--- config.mk ---
export PLATFORM = sky130hd
export DESIGN_NAME = digi_scan_ctrl
export DESIGN_NICKNAME = d
export VERILOG_FILES = /design/src/rtl/digi_pkg.sv /design/src/rtl/digi_refresh_timer.sv /design/src/rtl/digi_scan_ctrl.sv
export SDC_FILE = /design/constraint.sdc
export NUM_CORES = 1
export LEC_CHECK = 0
export ABC_AREA = 0
export CORE_ASPECT_RATIO = 1.25
export CORE_MARGIN = 5
export CORE_UTILIZATION = 36
export DETAILED_ROUTE_END_ITERATION = 10
export GPL_TIMING_DRIVEN = 1
export HOLD_SLACK_MARGIN = 0.06
export PLACE_DENSITY = 0.66
export RECOVER_POWER = 50
export SLEW_MARGIN = 40
export SYNTH_ARGS = -nofsm -noshare
export SYNTH_HDL_FRONTEND = slang
export SYNTH_SLANG_ARGS = --single-unit
export TNS_END_PERCENT = 100
--- constraint.sdc ---
create_clock -name clk -period 2.5 [get_ports clk]
set_input_delay 0.5 -clock clk [delete_from_list [all_inputs] [get_ports clk]]
set_output_delay 0.5 -clock clk [all_outputs]
set_load 0.03 [all_outputs]
--- src/rtl/digi_pkg.sv ---
// Shared types and constants for the 4-digit 7-segment scan controller.
package digi_pkg;

    localparam int NUM_DIGITS = 4;
    localparam int DIGIT_W    = 2;

    // Display source state: nothing shown yet, CPU value, or debug value.
    typedef enum logic [1:0] {
        BLANK    = 2'd0,
        SHOW_CPU = 2'd1,
        SHOW_DBG = 2'd2
    } state_t;

endpackage

--- src/rtl/digi_refresh_timer.sv ---
// Refresh timing: per-digit divider plus the digit-select scan counter.
// frame_tick marks the last cycle of digit 3, i.e. the last cycle of a frame.
module digi_refresh_timer
    import digi_pkg::*;
#(
    parameter int DIV_CYCLES = 50000
) (
    input  logic               clk,
    input  logic               reset_n,
    output logic [DIGIT_W-1:0] ano,
    output logic               digit_tick,
    output logic               frame_tick
);

    localparam int               CNT_W   = $clog2(DIV_CYCLES);
    localparam logic [CNT_W-1:0] CNT_MAX = CNT_W'(DIV_CYCLES - 1);
    localparam logic [DIGIT_W-1:0] LAST_DIGIT = DIGIT_W'(NUM_DIGITS - 1);

    logic [CNT_W-1:0]   div_cnt_q, div_cnt_d;
    logic [DIGIT_W-1:0] ano_q, ano_d;

    // Divider wraps at DIV_CYCLES-1; the scan index advances (and wraps 3->0) on each digit tick.
    always_comb begin
        digit_tick = (div_cnt_q == CNT_MAX);
        frame_tick = digit_tick && (ano_q == LAST_DIGIT);
        div_cnt_d  = digit_tick ? '0 : div_cnt_q + CNT_W'(1);
        ano_d      = digit_tick ? ano_q + DIGIT_W'(1) : ano_q;
    end

    // Divider and scan registers with synchronous active-low reset.
    always_ff @(posedge clk) begin
        if (!reset_n) begin
            div_cnt_q <= '0;
            ano_q     <= '0;
        end else begin
            div_cnt_q <= div_cnt_d;
            ano_q     <= ano_d;
        end
    end

    assign ano = ano_q;

endmodule

--- src/rtl/digi_scan_ctrl.sv ---
// Display sequencer: captures CPU/debug display requests, swaps the shown
// value only at frame boundaries (debug has priority and is held for a
// minimum number of frames), and gates digits for leading-zero blanking.
module digi_scan_ctrl
    import digi_pkg::*;
#(
    parameter int DIV_CYCLES  = 50000,
    parameter int HOLD_FRAMES = 4
) (
    input  logic               clk,
    input  logic               reset_n,
    input  logic               cpu_we,
    input  logic [31:0]        cpu_data,
    input  logic               dbg_req,
    input  logic [31:0]        dbg_data,
    input  logic               lz_en,
    output logic [31:0]        disp_value,
    output logic [DIGIT_W-1:0] ano,
    output logic               seg_en,
    output logic               frame_tick,
    output logic               src_dbg,
    output state_t             dbg_state
);

    localparam int                HOLD_W    = (HOLD_FRAMES > 1) ? $clog2(HOLD_FRAMES) : 1;
    localparam logic [HOLD_W-1:0] HOLD_INIT = HOLD_W'(HOLD_FRAMES - 1);

    state_t              state_q, state_d;
    logic [31:0]         disp_q, disp_d;
    logic [31:0]         cpu_buf_q, cpu_buf_d;
    logic [31:0]         dbg_buf_q, dbg_buf_d;
    logic                cpu_pend_q, cpu_pend_d;
    logic                dbg_pend_q, dbg_pend_d;
    logic                src_dbg_q, src_dbg_d;
    logic [HOLD_W-1:0]   hold_q, hold_d;
    logic                take_dbg, take_cpu;
    logic [NUM_DIGITS-1:0] digit_en;
    logic                digit_tick_unused;

    // The per-digit strobe is not needed here; only frame boundaries matter.
    digi_refresh_timer #(
        .DIV_CYCLES (DIV_CYCLES)
    ) u_timer (
        .clk        (clk),
        .reset_n    (reset_n),
        .ano        (ano),
        .digit_tick (digit_tick_unused),
        .frame_tick (frame_tick)
    );

    // Capture requests every cycle; arbitrate and swap the shown value only on frame_tick,
    // using the buffers as they stood before this edge so a same-cycle write stays pending.
    always_comb begin
        state_d    = state_q;
        disp_d     = disp_q;
        src_dbg_d  = src_dbg_q;
        hold_d     = hold_q;
        cpu_buf_d  = cpu_we  ? cpu_data : cpu_buf_q;
        dbg_buf_d  = dbg_req ? dbg_data : dbg_buf_q;
        cpu_pend_d = cpu_pend_q | cpu_we;
        dbg_pend_d = dbg_pend_q | dbg_req;
        take_dbg   = 1'b0;
        take_cpu   = 1'b0;

        if (frame_tick) begin
            case (state_q)
                BLANK, SHOW_CPU: begin
                    if (dbg_pend_q)      take_dbg = 1'b1;
                    else if (cpu_pend_q) take_cpu = 1'b1;
                end
                SHOW_DBG: begin
                    if (dbg_pend_q)          take_dbg = 1'b1;
                    else if (hold_q != '0)   hold_d   = hold_q - HOLD_W'(1);
                    else if (cpu_pend_q)     take_cpu = 1'b1;
                    else                     state_d  = SHOW_CPU;
                end
                default: state_d = BLANK;
            endcase
        end

        if (take_dbg) begin
            disp_d     = dbg_buf_q;
            src_dbg_d  = 1'b1;
            hold_d     = HOLD_INIT;
            state_d    = SHOW_DBG;
            dbg_pend_d = dbg_req;
        end
        if (take_cpu) begin
            disp_d     = cpu_buf_q;
            src_dbg_d  = 1'b0;
            state_d    = SHOW_CPU;
            cpu_pend_d = cpu_we;
        end
    end

    // Arbitration and display registers; reset drops every pending request.
    always_ff @(posedge clk) begin
        if (!reset_n) begin
            state_q    <= BLANK;
            disp_q     <= '0;
            cpu_buf_q  <= '0;
            dbg_buf_q  <= '0;
            cpu_pend_q <= 1'b0;
            dbg_pend_q <= 1'b0;
            src_dbg_q  <= 1'b0;
            hold_q     <= '0;
        end else begin
            state_q    <= state_d;
            disp_q     <= disp_d;
            cpu_buf_q  <= cpu_buf_d;
            dbg_buf_q  <= dbg_buf_d;
            cpu_pend_q <= cpu_pend_d;
            dbg_pend_q <= dbg_pend_d;
            src_dbg_q  <= src_dbg_d;
            hold_q     <= hold_d;
        end
    end

    // Leading-zero blanking: digit k lights if blanking is off, it is digit 0,
    // or any nibble at or above it in the low 16 bits is non-zero.
    always_comb begin
        digit_en = '0;
        for (int k = 0; k < NUM_DIGITS; k++) begin
            digit_en[k] = !lz_en || (k == 0) || ((disp_q[15:0] >> (4 * k)) != 16'd0);
        end
        seg_en = (state_q != BLANK) && digit_en[ano];
    end

    assign disp_value = disp_q;
    assign src_dbg    = src_dbg_q;
    assign dbg_state  = state_q;

endmodule

==> results.cfg, run 1 <==
[run_status]
status = completed

[clock_network]
numClockSinks = 121
cts_buffers = 17
cts_resized = 0
ctsHoldBuffers = 0
clockBufferDepth = 2
clk_latency_ps = 410
cts_root_buf = clkbuf_16
post-cts-setup-buffer-count = 0
cts_tree = done
ctsHtreeMaxLevel = 4
clk_pin_slew_ps = 50

[power_and_ir_drop]
p_per_area_nw_per_um2 = 679
netSwitchingPower_uw = 1060
leakage_uw = 0.00259
p_int_uw = 3790
clkPwrFrac = 0.502
seqPwrFrac = 0.422
p_sw_frac = 0.218
vdd_drop_max_v = 0.000391
combPwrFrac = 0.076

[timing]
finalCritPeriodShare = 0.951
setup_viol = 0
maxSlewViolCount = 0
fin_skew_ps = 6.43
rsz0062_at_grt = false
finalHoldViolations = 0
post-route-min-period_ps = 2380
hold_ws_ps = 447
tightest_slew_ps = 1380
fin_setup_tns_ps = 0
clock.fmax_mhz = 420
relSlewSlack = 0.0789

[final_layout]
area_growth_pct = 30.2
drive_gt1_frac = 0.182
diodes = 0
num-nets-final = 704

[worst_setup_path]
reg2reg_depth = 6
crit_family = buffers and inverters
cp_num_cells = 4
critPathKind = in -> reg
reg2reg_from = u_timer.ano[0]$_SDFFE_PN0N_
cp_data_required_time_ps = 2790
endpoint = disp_value[3]$_SDFFE_PN0P_
startpoint = reset_n
arrival_ps = 2670
cp-end-kind = flop
rr_endpoint = disp_value[0]$_SDFFE_PN0P_
reg2reg_slack_ps = 200
crit_buf_inv = 3
start_kind = primary input
critPathSlowestCell = clkbuf_2
critical_path.cell_chain = dlygate4sd3_1 -> clkinvlp_2 -> clkbuf_2 -> a311oi_2
crit_fanout = 58
slowest_delay_ps = 730

[die]
die_w_um = 120
rows = 50
die-area_um2 = 17800
fp.coreArea_um2 = 15000
pin_count = 108
die_y_um = 148
start_util = 0.367

[detailed_routing]
num_vias = 4324
viasPerCell = 5.23
dr.pass1.iters = 5
drt_iter0_markers = 294
routed_wl_mm = 14.0
drc_errors = 0
wire_per_inst_um = 17.0
ant_nets = 0

[synth]
avgSynthCellArea_um2 = 10.1
yosysTopAreaCell = dfxtp_1
synth_edf_count = 0
synth.most_common_cell = dfxtp_1
ys_top_cells_by_area = dfxtp_1, mux2i_1, a311oi_2
yosysTopAreaCellShare = 0.442
async_flop_share = 0
syn-cell-area_um2 = 5480
postSynthCellCount = 541
synth-seq-cells = 121
yosysSeqAreaShare = 0.442
yosysWarningCount = 0
syn_nets = 613
synth.distinct_cells = 39
synth_common_cells = dfxtp_1, nor2_1, mux2i_1, a21oi_1, o21ai_0
ys.flop_type = dfxtp_1

[worst_hold_path]
hold_path.class = reg -> reg
worstHoldStart = u_timer.div_cnt_q[0]$_SDFF_PP0_

[grt]
grt_usage = 0.160
grt_pass1_wl_mm = 22.8
grt_pass1_vias = 4520
antenna_found_initial = 0
grt.overflow.total = 0
grt_max_degree = 59

[flow_run]
cap_violations = 0

[placed_design]
port_buffers = 107
dp.final_hpwl_mm = 9.78
gp_congestion = 0.801
worst min-delay path by stage:
stage,slack (ps),cells after the start,endpoint
floorplan,410,1,u_timer.div_cnt_q[0]$_SDFF_PP0_
global placement,430,1,u_timer.div_cnt_q[0]$_SDFF_PP0_
detailed placement,430,1,u_timer.div_cnt_q[0]$_SDFF_PP0_
CTS,450,1,u_timer.div_cnt_q[0]$_SDFF_PP0_
global route,470,1,u_timer.div_cnt_q[0]$_SDFF_PP0_
finish,450,1,u_timer.div_cnt_q[0]$_SDFF_PP0_
sequential cells by signal (all words and copies together), names as in the netlist:
name	cells
cpu_buf_q	32
u_timer.div_cnt_q	16
cpu_pend_q	1
dbg_state	2
hold_q	2
src_dbg	1
disp_value	32
u_timer.ano	2
dbg_buf_q	32
dbg_pend_q	1
metal layers:
layer,vias up,routed length (um),global-route usage
met5,-,0,0
met4,0,317,0.0658
met3,24,489,0.0417
met2,102,7030,0.272
met1,2071,6190,0.193
li1,2127,-,-
logic make-up after synthesis:
family	after synthesis	synth area share
flops	121	0.442
buf+inv	55	0.0689
xor+xnor	12	0.0192
compound gates	124	0.174
fa+ha+maj	3	0.00685
mux	65	0.119
simple gates	161	0.170
power by group through the flow:
| stage | clock network, uW | registers (uW) | logic [uW] |
|---|---|---|---|
| final | 2430 | 2040 | 369 |
| after floorplan | 0 | 2070 | 209 |
| after detailed placement | 0 | 2080 | 378 |
| after CTS | 2480 | 2040 | 380 |
| after global routing | 2580 | 2050 | 405 |
| after global placement | 0 | 2080 | 372 |
final cells by class:
cell class	count	area, um^2
Inverter	6	36.3
Sequential cell	121	2420
Timing Repair Buffer	121	1170
Multi-Input combinational cell	365	2700
Fill cell	1354	7820
Clock buffer	22	464
Tap cell	182	228
Clock inverter	9	123
worst reg2reg max path, stage by stage (launching register included):
cell and delay [ps]:
dfxtp_1 400, ha_1 190, and4_1 200, nand4_2 210
clkbuf_2 530, o21ai_0 470, a311oi_1 140
placed cells by master, fill, tap and decap left out, types with 2 or more instances in the layout:
| master | instances |
|---|---|
| dfxtp_1 | 121 |
| clkdlybuf4s50_1 | 102 |
| nor2_1 | 82 |
| mux2i_1 | 65 |
| a21oi_1 | 41 |
| o21ai_0 | 41 |
| nand3_2 | 31 |
| a311oi_2 | 31 |
| clkbuf_16 | 17 |
| buf_4 | 12 |
| xor2_1 | 9 |
| nand2_1 | 8 |
| nand4_1 | 7 |
| nand3_1 | 7 |
| and3_1 | 5 |
| clkinv_2 | 5 |
| inv_1 | 4 |
| and4_1 | 3 |
| nor4_1 | 3 |
| nor2b_1 | 3 |
| or3_1 | 3 |
| xnor2_1 | 3 |
| ha_1 | 3 |
| clkbuf_1 | 3 |
| bufinv_16 | 3 |
| clkbuf_2 | 3 |
| a31oi_1 | 2 |
| nor3_1 | 2 |
| o21a_1 | 2 |
| and2_1 | 2 |
| clkbuf_8 | 2 |
| buf_2 | 2 |
through the flow:
step | std cells | instance area [um^2] | total power [uW] | setup slack, ps | util
floorplan | 541 | 5480 | 2270 | 537 | -
global placement | 795 | 6580 | 2450 | 413 | 0.440
detailed placement | 795 | 6580 | 2460 | 404 | 0.440
CTS | 826 | 7170 | 4900 | 121 | 0.479
global route | 826 | 7140 | 5040 | 38.8 | 0.477
finish | 826 | 7140 | 4840 | 122 | 0.477
Power figures use the tool's default switching activity.
==> run 2: changes to the inputs <==
- PLACE_DENSITY: 0.66 -> 0.64
==> run 2 against run 1 <==
  * Sequential power is essentially flat
  * Hold slack worse by 5.0 ps
  * Critical path depth is 1 higher
  * Non-clock buffer count increased by 1
  * Clock power is 11% lower
  * Setup slack gained 9.3 ps
  * Global-route usage rose by 0.46 points
  * Sequential share of layout area is essentially flat
  * Count of clock-buffer cells in the layout rose by 5
  * Register-to-register slack better by 110 ps
==> results.cfg, run 2 (synthesized netlist as in run 1, its figures left out) <==
[run_status]
status = completed

[timing]
relSlewSlack = 0.341
post-route-min-period_ps = 2370
tightest_slew_ps = 989
fin_setup_tns_ps = 0
setup_viol = 0
finalHoldViolations = 0
finalCritPeriodShare = 0.948
fin_skew_ps = 9.46
hold_ws_ps = 442
maxSlewViolCount = 0
clock.fmax_mhz = 422
rsz0062_at_grt = false

[power_and_ir_drop]
combPwrFrac = 0.084
p_int_uw = 3550
leakage_uw = 0.00259
netSwitchingPower_uw = 1040
vdd_drop_max_v = 0.000394
seqPwrFrac = 0.446
p_per_area_nw_per_um2 = 641
clkPwrFrac = 0.470
p_sw_frac = 0.226

[grt]
grt_pass1_wl_mm = 23.2
met1_usage = 0.195
grt.busiest_layer = met2
antenna_found_initial = 0
grt_usage = 0.165
grt_util_met3 = 0.0467
use_met2 = 0.281
grt_max_degree = 70
grt.overflow.total = 0
grt_pass1_vias = 4575

[worst_hold_path]
hold_path.class = reg -> reg
holdPathStages = 1
hold_path_end = u_timer.div_cnt_q[0]$_SDFF_PP0_
worstHoldStart = u_timer.div_cnt_q[0]$_SDFF_PP0_

[final_layout]
final_common_cell = dfxtp_1
drive_gt1_frac = 0.181
multi_input_area_um2 = 2720
final_util = 0.478
num-nets-final = 707
seqCellArea_um2 = 2420
mostFrequentLayoutCells = dfxtp_1, clkdlybuf4s50_1, nor2_1, mux2i_1
area_growth_pct = 30.3
fill_cells = 1397
diodes = 0

[die]
die_w_um = 120
die_y_um = 148
fp.coreArea_um2 = 15000
die-area_um2 = 17800
start_util = 0.367
rows = 50
pin_count = 108

[detailed_routing]
viasPerCell = 5.29
dr.pass1.iters = 4
ant_nets = 0
drt_iter0_markers = 199
routed_wl_mm = 14.7
drc_errors = 0
num_vias = 4382
wire_per_inst_um = 17.7

[worst_setup_path]
cp_data_required_time_ps = 2000
crit_fanout = 13
critPathKind = reg -> out
reg2reg_slack_ps = 310
cp-end-kind = primary output
reg2reg_from = u_timer.ano[0]$_SDFFE_PN0N_
start_kind = flop
rr_endpoint = disp_value[4]$_SDFFE_PN0P_
reg2reg_depth = 6
arrival_ps = 1870

[placed_design]
dp.final_hpwl_mm = 9.99
port_buffers = 107
gp_congestion = 0.783

[flow_run]
cap_violations = 0

[clock_network]
clockBufferDepth = 2
cts_root_buf = clkbuf_16
cts_buffers = 17
clk_latency_ps = 410
numClockSinks = 121
cts_tree = done
clk_pin_slew_ps = 50
ctsHtreeMaxLevel = 4
-- run 2: cell count changes in the layout (fill, tap and decap cells not counted), moves of 2 or more --
cell / delta
bufinv_16: -3
clkbuf_1: +3
clkinv_2: -2
buf_12: +2
inv_6: +2
clkbuf_8: +2
-- run 2: cell type report --
class,count,share of cell area
timing repair buffer,122,0.168
tap,182,0.0319
timing repair inverter,2,0.00245
inverter,6,0.00508
multi-input combinational,365,0.381
clock inverter,3,0.00210
clock buffer,27,0.0704
sequential,121,0.339
-- run 2: worst max path at each step --
stage	start	to	slack, ps
2_1_floorplan	u_timer.ano[0]$_SDFFE_PN0N_	frame_tick	540
3_3_place_gp	u_timer.ano[0]$_SDFFE_PN0N_	disp_value[31]$_SDFFE_PN0P_	360
3_5_place_dp	u_timer.ano[0]$_SDFFE_PN0N_	disp_value[24]$_SDFFE_PN0P_	270
4_1_cts	u_timer.ano[0]$_SDFFE_PN0N_	frame_tick	60
5_1_grt	u_timer.ano[0]$_SDFFE_PN0N_	frame_tick	8
6_report	u_timer.ano[0]$_SDFFE_PN0N_	frame_tick	130
-- run 2: metal layers --
metal | wire (um) | part of all wire | vias up
met2 | 7570 | 0.52 | 100
li1 | - | - | 2130
met4 | 263 | 0.018 | 0
met5 | 0 | 0 | -
met1 | 6270 | 0.43 | 2128
met3 | 578 | 0.039 | 24
-- run 2: critical path: stages, from the launching register on --
cell and delay [ps]:
dfxtp_1 410, ha_1 200, and4_1 220, nand4_4 250, clkinv_8 190, buf_4 180
-- run 2: what timing repair did --
item	CTS	global route
gates resized for setup	0	3
setup endpoints to repair	0	2
buffers inserted	0	0
hold buffers	0	0
-- run 2: through the flow --
stage / power (uW) / cells / area (um^2) / setup slack, ps
global route: 4770 / 828 / 7140 / 8.41
detailed placement: 2470 / 796 / 6600 / 265
finish: 4580 / 828 / 7140 / 131
floorplan: 2270 / 541 / 5480 / 537
CTS: 4640 / 826 / 7120 / 61.5
global placement: 2460 / 796 / 6600 / 360
-- run 2: power groups by stage --
stage,logic (uW),clock network (uW),registers [uW]
floorplan,209,0,2070
global placement,380,0,2080
detailed placement,390,0,2080
CTS,392,2200,2040
global route,417,2300,2050
finish,383,2160,2040
==> run 3: changes to the inputs <==
- GPL_ROUTABILITY_DRIVEN: not set -> 0
==> results of run 3 <==
Same layout as run 2: the final DEF is identical, and so are final timing and power.
